==> src/rtl/parity_ecc_scrubber.sv <==
// parity_ecc_scrubber: background parity scrubber for {data, parity} memories.
// Walks cfg_num_words addresses from cfg_base_addr, one outstanding read at a
// time. It checks even parity on each response and reports the error count,
// the first failing address, a done pulse and a sticky irq.
// Optional macro SCRUB_THROTTLE_EN adds cfg_gap and a GAP state. GAP inserts
// idle cycles between a non-final response and the next request.
module parity_ecc_scrubber #(
   parameter int DATA_WIDTH = 8,
   parameter int ADDR_WIDTH = 10,
   parameter int CNT_WIDTH  = 16
) (
   input  logic                  clk,
   input  logic                  rst_n,
   input  logic                  start,
   input  logic                  stop,
   input  logic [ADDR_WIDTH-1:0] cfg_base_addr,
   input  logic [ADDR_WIDTH:0]   cfg_num_words,
`ifdef SCRUB_THROTTLE_EN
   input  logic [7:0]            cfg_gap,
`endif
   input  logic                  err_clr,
   output logic                  mem_req,
   output logic [ADDR_WIDTH-1:0] mem_addr,
   input  logic                  mem_gnt,
   input  logic                  mem_rvalid,
   input  logic [DATA_WIDTH:0]   mem_rdata,
   output logic                  busy,
   output logic                  done,
   output logic [CNT_WIDTH-1:0]  err_count,
   output logic [ADDR_WIDTH-1:0] first_err_addr,
   output logic                  first_err_valid,
   output logic                  irq
);

   typedef enum logic [2:0] {
      S_IDLE, S_REQ, S_WAIT, S_DONE
`ifdef SCRUB_THROTTLE_EN
      , S_GAP
`endif
   } state_t;

   state_t                state, state_nxt;
   logic [ADDR_WIDTH-1:0] cur_addr;
   logic [ADDR_WIDTH:0]   remaining;
   logic                  abort;
   logic                  rsp, par_err;
`ifdef SCRUB_THROTTLE_EN
   logic [7:0]            gap_cfg, gap_cnt;
`endif

   // A response only counts while a read is outstanding.
   assign rsp     = (state == S_WAIT) && mem_rvalid;
   assign par_err = rsp && (mem_rdata[0] != ^mem_rdata[DATA_WIDTH:1]);

   // State register
   always_ff @(posedge clk or negedge rst_n) begin
      if (!rst_n) state <= S_IDLE;
      else        state <= state_nxt;
   end

   // Next-state logic; a grant in the same cycle as stop wins over the stop
   always_comb begin
      state_nxt = state;
      case (state)
         S_IDLE: if (start) state_nxt = (cfg_num_words == '0) ? S_DONE : S_REQ;
         S_REQ: begin
            if (mem_gnt)   state_nxt = S_WAIT;
            else if (stop) state_nxt = S_IDLE;
         end
         S_WAIT: begin
            if (mem_rvalid) begin
               if (abort || stop)       state_nxt = S_IDLE;
               else if (remaining == 1) state_nxt = S_DONE;
`ifdef SCRUB_THROTTLE_EN
               else                     state_nxt = (gap_cfg == '0) ? S_REQ : S_GAP;
`else
               else                     state_nxt = S_REQ;
`endif
            end
         end
         S_DONE: state_nxt = S_IDLE;
`ifdef SCRUB_THROTTLE_EN
         S_GAP: begin
            if (stop)               state_nxt = S_IDLE;
            else if (gap_cnt <= 1)  state_nxt = S_REQ;
         end
`endif
         default: state_nxt = S_IDLE;
      endcase
   end

   // Outputs decoded from the registered state
   always_comb begin
      mem_req  = (state == S_REQ);
      mem_addr = cur_addr;
      busy     = (state != S_IDLE);
      done     = (state == S_DONE);
   end

   // Pass bookkeeping: address walk, words left, abort request
   always_ff @(posedge clk or negedge rst_n) begin
      if (!rst_n) begin
         cur_addr  <= '0;
         remaining <= '0;
         abort     <= 1'b0;
      end else begin
         if (state == S_IDLE && start) begin
            cur_addr  <= cfg_base_addr;
            remaining <= cfg_num_words;
            abort     <= 1'b0;
         end
         // Stop after the grant must still drain the outstanding read.
         if ((state == S_REQ && mem_gnt && stop) || (state == S_WAIT && stop))
            abort <= 1'b1;
         if (rsp) begin
            cur_addr  <= cur_addr + 1'b1;
            remaining <= remaining - 1'b1;
         end
      end
   end

`ifdef SCRUB_THROTTLE_EN
   // Gap length is frozen at start; the counter reloads on each response.
   always_ff @(posedge clk or negedge rst_n) begin
      if (!rst_n) begin
         gap_cfg <= '0;
         gap_cnt <= '0;
      end else begin
         if (state == S_IDLE && start) gap_cfg <= cfg_gap;
         if (rsp)                      gap_cnt <= gap_cfg;
         else if (state == S_GAP)      gap_cnt <= gap_cnt - 1'b1;
      end
   end
`endif

   // Error status; a clear in the same cycle drops the new error
   always_ff @(posedge clk or negedge rst_n) begin
      if (!rst_n) begin
         err_count       <= '0;
         first_err_addr  <= '0;
         first_err_valid <= 1'b0;
         irq             <= 1'b0;
      end else if (err_clr) begin
         err_count       <= '0;
         first_err_addr  <= '0;
         first_err_valid <= 1'b0;
         irq             <= 1'b0;
      end else if (par_err) begin
         if (!(&err_count)) err_count <= err_count + 1'b1;
         irq <= 1'b1;
         if (!first_err_valid) begin
            first_err_addr  <= cur_addr;
            first_err_valid <= 1'b1;
         end
      end
   end

endmodule

==> config.mk <==
export PLATFORM = sky130hd
export DESIGN_NAME = parity_ecc_scrubber
export DESIGN_NICKNAME = d
export VERILOG_FILES = /design/src/rtl/parity_ecc_scrubber.sv
export SDC_FILE = /design/constraint.sdc
export NUM_CORES = 1
export LEC_CHECK = 0
export ABC_AREA = 1
export CAP_MARGIN = 20
export CORE_UTILIZATION = 40
export DETAILED_ROUTE_END_ITERATION = 6
export PLACE_DENSITY = 0.67
export SLEW_MARGIN = 30
export SYNTH_ARGS = -nofsm -noshare
export SYNTH_HDL_FRONTEND = slang
export SYNTH_SLANG_ARGS = --single-unit
==> constraint.sdc <==
create_clock -name clk -period 1.5 [get_ports clk]
set_input_delay 0.3 -clock clk [delete_from_list [all_inputs] [get_ports clk]]
set_output_delay 0.3 -clock clk [all_outputs]
set_load 0.05 [all_outputs]
# Yosys cells after proc, flatten, opt, wreduce, memory -nomap -nowiden
# Cells that the tools add are included.
# W data, S select, Z words.
dict set report classes {
  muxes 22
  n_reduce_logical 19
  addsub 3
  n_eq_ne 10
}
# cell n
set ops {}
lappend ops {{$mux W10} 5}
lappend ops {{$mux W16} 3}
lappend ops {{$mux W11} 2}
lappend ops {{$add A16 B1 Y16 const B} 1}
lappend ops {{$reduce_and A16 Y1} 1}
lappend ops {{$mux W3} 4}
lappend ops {{$eq A11 B1 Y1 const B} 1}
lappend ops {{$logic_not A11 Y1} 1}
lappend ops {{$sub A11 B1 Y11 const B} 1}
lappend ops {{$add A10 B1 Y10 const B} 1}
lappend ops {{$pmux W3 S3} 1}
lappend ops {{$ne A2 B2 Y1 const B} 4}
lappend ops {{$reduce_xor A8 Y1} 1}
lappend ops {{$eq A3 B2 Y1 const B} 2}
lappend ops {{$logic_and A1 B1 Y1} 6}
lappend ops {{$mux W2} 3}
lappend ops {{$reduce_bool A2 Y1} 3}
lappend ops {{$mux W1} 4}
lappend ops {{$reduce_and A2 Y1} 2}
lappend ops {{$eq A3 B1 Y1 const B} 1}
lappend ops {{$logic_not A3 Y1} 1}
lappend ops {{$ne A3 B2 Y1 const B} 1}
lappend ops {{$reduce_and A3 Y1} 1}
lappend ops {{$reduce_bool A3 Y1} 1}
lappend ops {{2 further kinds} 3}
dict set report totals {
  elab_cells 61
  in_bits 37
  register_bits 52
}

# Logic depth before layout (Yosys ltp)
# Gate-level depths: netlist (run 1).
dict set report logic_depth {
  depth_word 5
  ltp_mapped 13
  depth_no_buf 12
}

# Worst setup path after synthesis (run 1)
# No wires, ideal clock.
dict set report synth_path {
  path_type {reg2reg}
  from {register cur_addr[1] (netlist: mem_addr[1])}
  to {register cur_addr[8] (netlist: mem_addr[8])}
  n_path_buf 0
  period_less_slack_ps 1839
  t_arrival_ps 1712
  stages_incl_launch_ff 10
  setup_slack_ps -339
  cell_sequence {dfrtp_1 > ha_1 > nand2_1 > nor2_1 > nand2_1 > nor2_1 > nand3_1 > xor2_1 > nor2_1 > o22ai_1}
}
dict set report synth_via {
  elab_chain_cells 2
}
# element line_no
set synth_lines {}
lappend synth_lines {{start: declaration} 43} ;# logic [ADDR_WIDTH-1:0] cur_addr;
lappend synth_lines {{start signal: assignment} 108} ;# cur_addr <= cfg_base_addr;
lappend synth_lines {{start signal: assignment} 116} ;# cur_addr <= cur_addr + 1'b1;
lappend synth_lines {{$add A10 B1 Y10} 116}
lappend synth_lines {{$mux W10} 115} ;# if (rsp) begin
# Every way passes these cells.
# A chain may end at the register's enable or synchronous reset.

# Worst setup path in the final report (run 1)
# Ends and elaborated chain as after synthesis.

==> out/results.tsv, run 1 <==
stage	metric	value	unit
sta	min_period	1500	ps
route	ant_nets	0	
placed_design	place_ws	-534	ps
clock_tree	cts_root_buf	clkbuf_8	
synth	synth_edf_count	0	
worst_setup_path	start_kind	register	
synth	synth_cell_types	37	
placed_design	placed_area	5050	um2
layout	antenna_cells	0	
layout	drive_gt1_share	35.9	%
placed_design	gp_congestion	0.891	
power	peakVddDrop	1.19	mV
floorplanning	core	7850	um2
worst_setup_path	critPathMaxFanout	3	
synth	synth.most_common_cell	nand2_1	
worst_setup_path	crit_start	mem_addr[1]	
power	p_comb_share	57.7	%
global_route	antenna_found_initial	0	
layout	syn2layout_area_growth	69.9	%
floorplanning	io-pin-count	78	
worst_setup_path	r2r_end	mem_addr[8]	
placed_design	port_buffers	77	
layout	nets	653	
global_route	grt_max_degree	52	
power	clkPwrFrac	14.3	%
synth	syn_area	3300	um2
outcome	violations	setup timing	
power	swShare	43.2	%
flow_run	drv_cap	0	
sta	rsz0062_at_grt	true	
worst_setup_path	crit_path_end	mem_addr[8]	
sta	hold_viol	0	
route	drt-initial-drc-count	186	
global_route	overflow	0	
synth	yosys.area.top_type_share	38.7	%
power	design_power_total	0.00815	W
worst_setup_path	critPathRequiredTime	1700	ps
clock_tree	insertion_delay	320	ps
route	routed_wl	10300	um
synth	yosys_warnings	0	
power	p_seq_share	28.0	%
floorplanning	die_height	92.8	um
synth	postSynthCellCount	468	
worst_setup_path	r2r-start	mem_addr[1]	
clock_tree	cts_buffer_depth	2	
power	power_per_cell_area	1460	nW/um2
power	switchingPower	0.00352	W
synth	yosysTopAreaCell	dfrtp_1	
worst_setup_path	arrival	1700	ps
sta	setup_viol	1	
worst_hold_path	hold_class	input port to async pin	
sta	clock-skew-final	3.62	ps
outcome	status	finished, violations left	
route	wl_per_cell	14.4	um
floorplanning	die-area	8610	um2
worst_setup_path	end_kind	register	
global_route	gr-usage-all-layers	25.0	%
sta	setup_ws	-0.0178	ps
sta	fin_crit_sh	100	%
sta	slew_viol_final	0	
synth	syn_area_per_cell	7.04	um2
clock_tree	cts.clk_slew.worst_paths	100	ps
worst_setup_path	r2r_slack	-0.02	ps
clock_tree	cts_tree	yes	
power	p_int	0.00463	W
placed_design	dpl.hpwl	7460	um
power	p_leak	2.64	nW
route	viasPerCell	5.22	
clock_tree	numCtsBuffers	5	
route	drt_pass1_iterations	4	
synth	synth_common_cells	nand2_1 (127), nand3_1 (71), inv_1 (56)	
synth	synthArstFlopShare	100	%
synth	ys_seq_elements	51	
synth	synth_fp_nets	509	
route	drc	0	
worst_setup_path	reg2regPathDepth	9	
sta	fmax	0.667	GHz
global_route	grt_pass1_vias	3778	
clock_tree	clock_sinks	51	
sta	worst_pin_slew	392	ps
clock_tree	h-tree-depth	2	
floorplanning	fp.dieW	92.8	um
layout	fin_area	5600	um2
synth	ys.flop_type	dfrtp_1	
worst_setup_path	path_class	register to register	
route	vias	3734	
sta	max_slew_margin	73.7	%
floorplanning	start_util	42.0	%
synth	yosys-top-cells-area	dfrtp_1 (39%), nand2_1 (14%), nand3_1 (11%)	
global_route	grt_first_pass_wirelength	17200	um
synth	seq_area_frac_synth	38.7	%
floorplanning	rows	32	
-- worst max-delay path, cell delays in order, from the launching register on --
cell and delay [ps]:
dfrtp_2 420, ha_4 160, nand2_4 60, nor2_4 120, nand2_2 80, nor2_4 120
nand3_2 80, xor2_1 140, nor2_1 120, o22ai_1 90
-- state kept, by name, summed over array words and instances (netlist names) --
signal          flops
mem_addr           10
remaining          11
first_err_addr     10
abort               1
err_count          16
irq                 1
state               2
-- how the worst min path moves through the flow --
stage | start | end | slack, ps | cells after the start
3_3_place_gp | rst_n | err_count[15] | 320 | 2
3_5_place_dp | rst_n | err_count[15] | 320 | 2
5_1_grt | rst_n | err_count[15] | 530 | 3
2_1_floorplan | rst_n | abort | 4 | 0
4_1_cts | rst_n | err_count[14] | 510 | 3
6_report | rst_n | err_count[15] | 480 | 3
-- per-layer routing --
metal	global-route usage [%]	up-vias	part of all wire, %
met1	29.9	1767	40
li1	-	1827	-
met3	4.27	23	4.9
met4	7.44	0	2.4
met2	45.4	117	53
met5	0	-	0
-- through the flow --
step	setup TNS [ps]	util (%)	instances	hold slack, ps
global route	-1070	71.3	715	528
finish	-0.0178	71.3	715	482
detailed placement	-16230	64.4	684	318
floorplan	-1210	-	468	4.41
global placement	-13650	64.4	684	318
CTS	-8.07	68.3	704	512
-- area by class of cell --
cell class | count | area [um2]
clock buffer | 5 | 68.8
clock inverter | 3 | 67.6
fill | 615 | 2250
inverter | 58 | 225
multi-input combinational | 342 | 1970
sequential | 51 | 1300
tap | 102 | 128
timing repair buffer | 154 | 1840
-- layout by cell type (no fill, tap or decap), types with 4 or more instances in the layout --
cell             count
xor2_1               6
nand4_1              7
dfrtp_2             19
o21ai_0             10
clkbuf_8             5
clkbuf_2             4
nand2_2             12
nor2_4               5
inv_1               52
inv_2                5
nand3_2             17
a31oi_1              4
buf_4               66
nand2_4              6
clkdlybuf4s50_1     27
nor2_2              11
nor2_1              37
dfrtp_1             32
o21ai_1              4
nor3_1               6
nand3_1             54
o22ai_1              4
buf_6                4
buf_12              45
nand2_1            113
o211ai_1             7
a21oi_1              8
-- repair_timing --
item / in CTS / in global routing
hold buffers: 1 / 0
endpoints found under the setup margin: 31 / 43
resized for setup: 21 / 58
setup buffers: 10 / 10
gates cloned: 1 / 1
endpoints found under the hold margin: 51 / 0
pin swaps: 8 / 19
-- cell families (layout without fill, tap and decap cells) --
kind of cell | after synthesis | count (layout) | share of synthesized area [%]
AND/OR/NAND/NOR | 284 | 284 | 39.0
XOR/XNOR | 6 | 6 | 1.59
flip-flops | 51 | 51 | 38.7
adder cells (fa/ha/maj) | 4 | 4 | 1.52
AO/OA/AOI/OAI | 48 | 48 | 9.15
buffers and inverters | 75 | 220 | 9.98
-- power groups by stage --
| stage | sequential [W] | combinational (W) | clock [W] |
|---|---|---|---|
| 2_1_floorplan | 0.00291 | 0.00152 | 0 |
| 3_3_place_gp | 0.00225 | 0.00420 | 0 |
| 3_5_place_dp | 0.00227 | 0.00427 | 0 |
| 4_1_cts | 0.00225 | 0.00441 | 0.00119 |
| 5_1_grt | 0.00234 | 0.00504 | 0.00123 |
| 6_report | 0.00228 | 0.00470 | 0.00117 |
Note: power is estimated with default switching activity, not from simulation.
==> run 2: changes to the inputs <==
--- a/config.mk
+++ b/config.mk
@@ -5,11 +5,10 @@
 export SDC_FILE = /design/constraint.sdc
 export NUM_CORES = 1
 export LEC_CHECK = 0
-export ABC_AREA = 1
 export CAP_MARGIN = 20
 export CORE_UTILIZATION = 40
 export DETAILED_ROUTE_END_ITERATION = 6
-export PLACE_DENSITY = 0.67
+export PLACE_DENSITY = 0.7
 export SLEW_MARGIN = 30
 export SYNTH_ARGS = -nofsm -noshare
 export SYNTH_HDL_FRONTEND = slang
==> out/results.tsv, run 2 <==
stage	metric	value	unit	change
outcome	status	finished, violations left		
outcome	violations	DRC, setup timing		
global_route	use_met3	3.15	%	-1.1 points
layout	largest_reg_flops	16		unchanged
layout	largestRegisters	err_count (16), remaining (11)		
power	power_per_cell_area	1520	nW/um2	+4.3%
worst_setup_path	r2r_end	err_count[5]		
clock_tree	insertion_delay	320	ps	about the same
global_route	gr-usage-met1	33.0	%	+3.2 points
global_route	grt_pass1_vias	3023		-20%
floorplanning	rows	29		-9.4%
layout	syn2layout_area_growth	99.3	%	
worst_setup_path	path_class	register to register		
synth	yosysTopAreaCell	dfrtp_1		
synth	synth_cell_types	46		+24%
sta	hold_viol	0		unchanged
route	routed_wl	11500	um	+11%
layout	multi_input_area	1870	um2	-5.1%
sta	slew_viol_final	0		unchanged
power	design_power_total	0.00821	W	+0.83%
floorplanning	core	6460	um2	-18%
synth	synth_edf_count	0		unchanged
layout	fin_area	5410	um2	-3.3%
route	ant_nets	0		unchanged
clock_tree	numCtsBuffers	5		unchanged
sta	clock-skew-final	10.9	ps	+7.33 ps
route	wl_per_cell	21.4	um	+48%
synth	yosys-top-cells-area	dfrtp_1 (47%), nor2_1 (5.7%), mux2i_1 (4.4%)		
route	drt-initial-drc-count	399		+110%
sta	setup_viol	45		+44
worst_setup_path	start_kind	register		
synth	ys_seq_elements	51		unchanged
sta	fin_setup_tns	-9760	ps	-9760 ps
clock_tree	h-tree-depth	2		unchanged
sta	fmax	0.513	GHz	-23%
synth	ys.flop_type	dfrtp_1		
clock_tree	cts.clk_slew.worst_paths	100	ps	about the same
power	p_leak	2.26	nW	-15%
synth	postSynthCellCount	294		-37%
worst_setup_path	r2r-start	err_count[1]		
layout	fin_cells	536		-25%
floorplanning	die_height	84.4	um	-9.0%
placed_design	place_ws	-1100	ps	-570 ps
sta	setup_ws	-450	ps	-450 ps
route	vias	3274		-12%
synth	synth_fp_nets	335		-34%
worst_hold_path	hold_class	input port to async pin		
placed_design	dpl.hpwl	5880	um	-21%
clock_tree	cts_root_buf	clkbuf_8		
placed_design	place_inst	499		-27%
clock_tree	cts_buffer_depth	2		unchanged
worst_setup_path	critPathRequiredTime	1710	ps	about the same
worst_setup_path	r2r_slack	-450	ps	-450 ps
global_route	gr-usage-all-layers	26.0	%	+1.0 points
worst_setup_path	critPathMaxFanout	3		unchanged
synth	synth.most_common_cell	dfrtp_1		
floorplanning	fp.dieW	84.4	um	-9.0%
placed_design	placed_area	4570	um2	-9.5%
layout	fillers	307		-50%
layout	regMostFlops	err_count		
synth	seq_area_frac_synth	47.0	%	+8.3 points
synth	synthArstFlopShare	100	%	unchanged
synth	syn_area_per_cell	9.24	um2	+31%
clock_tree	clock_sinks	51		unchanged
synth	synth_common_cells	dfrtp_1 (51), nor2_1 (41), nand2_1 (29)		
floorplanning	io-pin-count	78		unchanged
global_route	antenna_found_initial	0		unchanged
route	drt_pass1_iterations	7		+3
global_route	grt_first_pass_wirelength	14600	um	-15%
floorplanning	start_util	42.1	%	+0.061 points
layout	layout_common_cells	buf_4 (65), buf_12 (46), dfrtp_1 (35)		
power	peakVddDrop	1.22	mV	+1.9%
floorplanning	die-area	7120	um2	-17%
layout	nets	499		-24%
layout	drive_gt1_share	51.9	%	+16 points
worst_setup_path	end_kind	register		
sta	min_period	1950	ps	+450 ps
global_route	overflow	0		unchanged
global_route	grt_max_degree	52		unchanged
global_route	grt_busiest_layer	met2		
synth	yosys_warnings	0		unchanged
synth	syn_area	2720	um2	-18%
sta	fin_crit_sh	130	%	+30 points
worst_setup_path	arrival	2160	ps	+460 ps
flow_run	drv_cap	0		unchanged
clock_tree	cts_tree	yes		
worst_setup_path	reg2regPathDepth	7		-2
global_route	use_met2	45.2	%	-0.25 points
route	drc	8		+8
synth	yosys.area.top_type_share	47.0	%	+8.3 points
sta	max_slew_margin	76.4	%	+2.7 points
placed_design	port_buffers	77		unchanged
route	viasPerCell	6.11		+17%
sta	rsz0062_at_grt	true		
layout	antenna_cells	0		unchanged
placed_design	gp_congestion	0.878		-1.4%
layout	final_common_cell	buf_4		
sta	worst_pin_slew	354	ps	-37.7 ps
layout	seq_area	1300	um2	-0.29%
==> run 2: layer usage <==
layer	up-vias	part of all wire (%)
li1	1408	-
met1	1609	37
met2	206	52
met3	51	7.4
met4	0	4.3
met5	-	0
==> run 2: kinds of logic (layout without fill, tap and decap cells) <==
| kind of cell | count (synthesis) | in the layout | share of synthesized area (%) |
|---|---|---|---|
| xor+xnor | 13 | 13 | 5.02 |
| mux | 13 | 13 | 4.84 |
| fa+ha+maj | 4 | 4 | 1.84 |
| compound gates | 58 | 58 | 14.1 |
| buf+inv | 20 | 185 | 3.04 |
| flops | 51 | 51 | 47.0 |
| simple gates | 135 | 135 | 24.1 |
==> run 2: how the worst max path moves through the flow <==
stage                       from            end  slack, ps  cells after the start
global route        mem_rdata[0]   err_count[5]       -510                      7
detailed placement  mem_rdata[5]   err_count[5]      -1100                      7
CTS                 mem_rdata[6]  err_count[13]       -410                      7
floorplan           mem_rdata[5]   err_count[5]       -630                      7
finish              err_count[1]   err_count[5]       -450                      7
global placement    mem_rdata[5]   err_count[5]      -1070                      7
==> run 2: repair_timing <==
item	CTS	global route
hold buffers	1	0
gates cloned	0	2
buffers inserted	15	19
resized for setup	79	69
pin swaps	26	36
endpoints found under the setup margin	45	50
hold endpoints to repair	51	0
==> run 2: layout make-up <==
cell class,count,share of cell area (%)
Clock buffer,6,1.53
Sequential cell,51,23.9
Inverter,6,0.462
Timing Repair Buffer,171,37.0
Multi-Input combinational cell,223,34.5
Tap cell,77,1.78
Clock inverter,2,0.716
==> run 2: power breakdown <==
| part | internal, W | leakage [nW] | switching (W) |
|---|---|---|---|
| sequential | 0.00173 | 0.637 | 0.000424 |
| combinational | 0.00236 | 1.56 | 0.00264 |
| clock | 0.000550 | 0.0618 | 0.000514 |
==> run 2: per-stage QoR <==
| stage | utilization [%] | hold slack (ps) |
|---|---|---|
| floorplan | - | 4.41 |
| global placement | 70.8 | 313 |
| detailed placement | 70.8 | 312 |
| CTS | 78.1 | 512 |
| global route | 83.8 | 511 |
| finish | 83.8 | 484 |
==> run 2: worst max-delay path, stage by stage (launching register included) <==
cell,delay [ps]
dfrtp_2,450
ha_4,180
nand2_4,70
or2_4,140
nor3_4,50
or3_4,420
o31a_1,320
o21ba_4,230
==> run 3: changes to the inputs <==
==> constraint.sdc (replaced) <==
create_clock -name clk -period 2.07 [get_ports clk]
set_input_delay 0.414 -clock clk [delete_from_list [all_inputs] [get_ports clk]]
set_output_delay 0.414 -clock clk [all_outputs]
set_load 0.05 [all_outputs]
==> out/results.tsv, run 3 (synthesis gave the netlist of run 2 again) <==
stage	metric	value	unit	change
sta	setup_ws	39.9	ps	+490 ps
sta	max_slew_margin	62.5	%	-14 points
sta	hold_viol	0		unchanged
sta	fmax	0.493	GHz	
layout	regMostFlops	err_count		
worst_setup_path	path_class	input port to register		
floorplanning	rows	29		unchanged
sta	clock-skew-final	6.13	ps	-4.82 ps
clock_tree	cts_root_buf	clkbuf_8		
placed_design	place_inst	457		-8.4%
layout	fin_cells	466		-13%
power	clkPwrFrac	15.8	%	+2.9 points
outcome	violations	DRC		
layout	nets	430		-14%
worst_hold_path	hold_class	input port to async pin		
clock_tree	ctsHoldBuffers	0		-1
clock_tree	cts_buffer_depth	2		unchanged
clock_tree	h-tree-depth	2		unchanged
route	viasPerCell	5.56		-9.0%
worst_setup_path	r2r_end	remaining[9]		
floorplanning	start_util	42.1	%	unchanged
sta	slew_viol_final	0		unchanged
layout	fillers	564		+84%
sta	holdWs	25.8	ps	-459 ps
floorplanning	io-pin-count	78		unchanged
worst_setup_path	start_kind	input port		
floorplanning	die_height	84.4	um	unchanged
floorplanning	fp.dieW	84.4	um	unchanged
placed_design	dpl.hpwl	5180	um	-12%
global_route	gr-usage-all-layers	20.1	%	-5.9 points
worst_setup_path	arrival	2200	ps	+40 ps
global_route	antenna_found_initial	0		unchanged
clock_tree	insertion_delay	300	ps	-20 ps
route	routed_wl	6910	um	-40%
placed_design	place_ws	-671	ps	+433 ps
power	p_comb_share	48.3	%	-13 points
floorplanning	core	6460	um2	unchanged
worst_setup_path	reg2regPathDepth	5		-2
route	wl_met3	239	um	-72%
route	met1_length	3120	um	-26%
layout	drive_gt1_share	15.9	%	-36 points
worst_setup_path	r2r-start	state[0]		
power	switchingPower	0.00184	W	-49%
layout	largest_reg_flops	16		unchanged
worst_setup_path	end_kind	register		
clock_tree	clock_sinks	51		unchanged
global_route	grt_pass1_vias	2421		-20%
placed_design	port_buffers	77		unchanged
power	swShare	43.4	%	-0.13 points
route	vias	2591		-21%
layout	antenna_cells	0		unchanged
route	ant_nets	0		unchanged
power	p_int	0.00240	W	-48%
sta	setup_viol	0		-100%
global_route	grt_first_pass_wirelength	11500	um	-21%
route	drc	4		-4
global_route	overflow	0		unchanged
worst_setup_path	r2r_slack	130	ps	+580 ps
sta	fin_crit_sh	98.1	%	
layout	final_common_cell	clkdlybuf4s50_1		
clock_tree	numCtsBuffers	5		unchanged
placed_design	gp_congestion	0.819		-6.7%
power	p_seq_share	35.9	%	+9.7 points
sta	min_period	2030	ps	
flow_run	drv_cap	0		unchanged
sta	worst_pin_slew	560	ps	+206 ps
layout	syn2layout_area_growth	42.8	%	
worst_setup_path	critPathRequiredTime	2240	ps	+530 ps
floorplanning	die-area	7120	um2	unchanged
route	routed.top_layer	met4		
power	p_leak	1.60	nW	-29%
route	wl_per_cell	14.8	um	-31%
power	power_per_cell_area	1090	nW/um2	-28%
clock_tree	cts_tree	yes		
layout	layout_common_cells	clkdlybuf4s50_1 (63), dfrtp_1 (46), nor2_1 (41)		
global_route	grt_max_degree	19		-63%
route	drt-initial-drc-count	166		-58%
route	drt_pass1_iterations	6		-1
layout	largestRegisters	err_count (16), remaining (11)		
outcome	status	finished, violations left		
power	peakVddDrop	0.908	mV	-25%
route	wl_met2	3490	um	-41%
worst_setup_path	critPathMaxFanout	6		+3
clock_tree	cts.clk_slew.worst_paths	90	ps	about the same
[run 3: per-layer routing]
metal / up-vias / track usage, %
li1: 1261 / -
met1: 1258 / 27.5
met2: 66 / 33.9
met3: 6 / 2.36
met4: 0 / 5.86
met5: - / 0
[run 3: how the worst max path moves through the flow]
stage               slack [ps]         start  depth (start not counted)                end
CTS                          1  mem_rdata[7]                          7       err_count[5]
finish                      40    mem_rvalid                          5       remaining[9]
detailed placement        -670  mem_rdata[5]                          7       err_count[5]
floorplan                 -170  mem_rdata[5]                          7       err_count[5]
global route               -10    mem_rvalid                          7  first_err_addr[5]
global placement          -620  mem_rdata[5]                          7       err_count[5]
[run 3: what timing repair did]
item	4_1_cts	5_1_grt
endpoints found under the setup margin	26	6
gates resized for setup	22	8
gates cloned	0	0
pin swaps	8	8
setup buffers	0	2
[run 3: critical path, stage by stage]
cell and delay (ps):
clkdlybuf4s50_1 530, nand3_1 260, or4_1 650, o211ai_1 200
o311ai_0 140
[run 3: power groups by stage]
stage               Sequential [W]  Clock [W]  Combinational (W)
CTS                        0.00152   0.000688            0.00202
global route               0.00158   0.000726            0.00219
detailed placement         0.00153          0            0.00201
floorplan                  0.00190          0           0.000877
global placement           0.00152          0            0.00197
finish                     0.00152   0.000671            0.00205
[run 3: layout make-up]
type	count	area [um2]	area share (%)
inverters	6	22.5	0.580
clock inverters	1	30.0	0.774
multi-input cells	223	1440	37.1
repair buffers	102	937	24.2
clock buffers	6	72.6	1.87
flip-flops and latches	51	1280	33.1
well taps	77	96.3	2.48
[run 3: through the flow]
step	utilization, %	TNS, ps	area (um2)	power (W)
2_1_floorplan	-	-551	2750	0.00278
3_3_place_gp	57.7	-13400	3730	0.00349
3_5_place_dp	57.7	-14590	3730	0.00354
4_1_cts	59.6	0	3850	0.00422
5_1_grt	60.1	-19.7	3880	0.00450
6_report	60.1	0	3880	0.00424
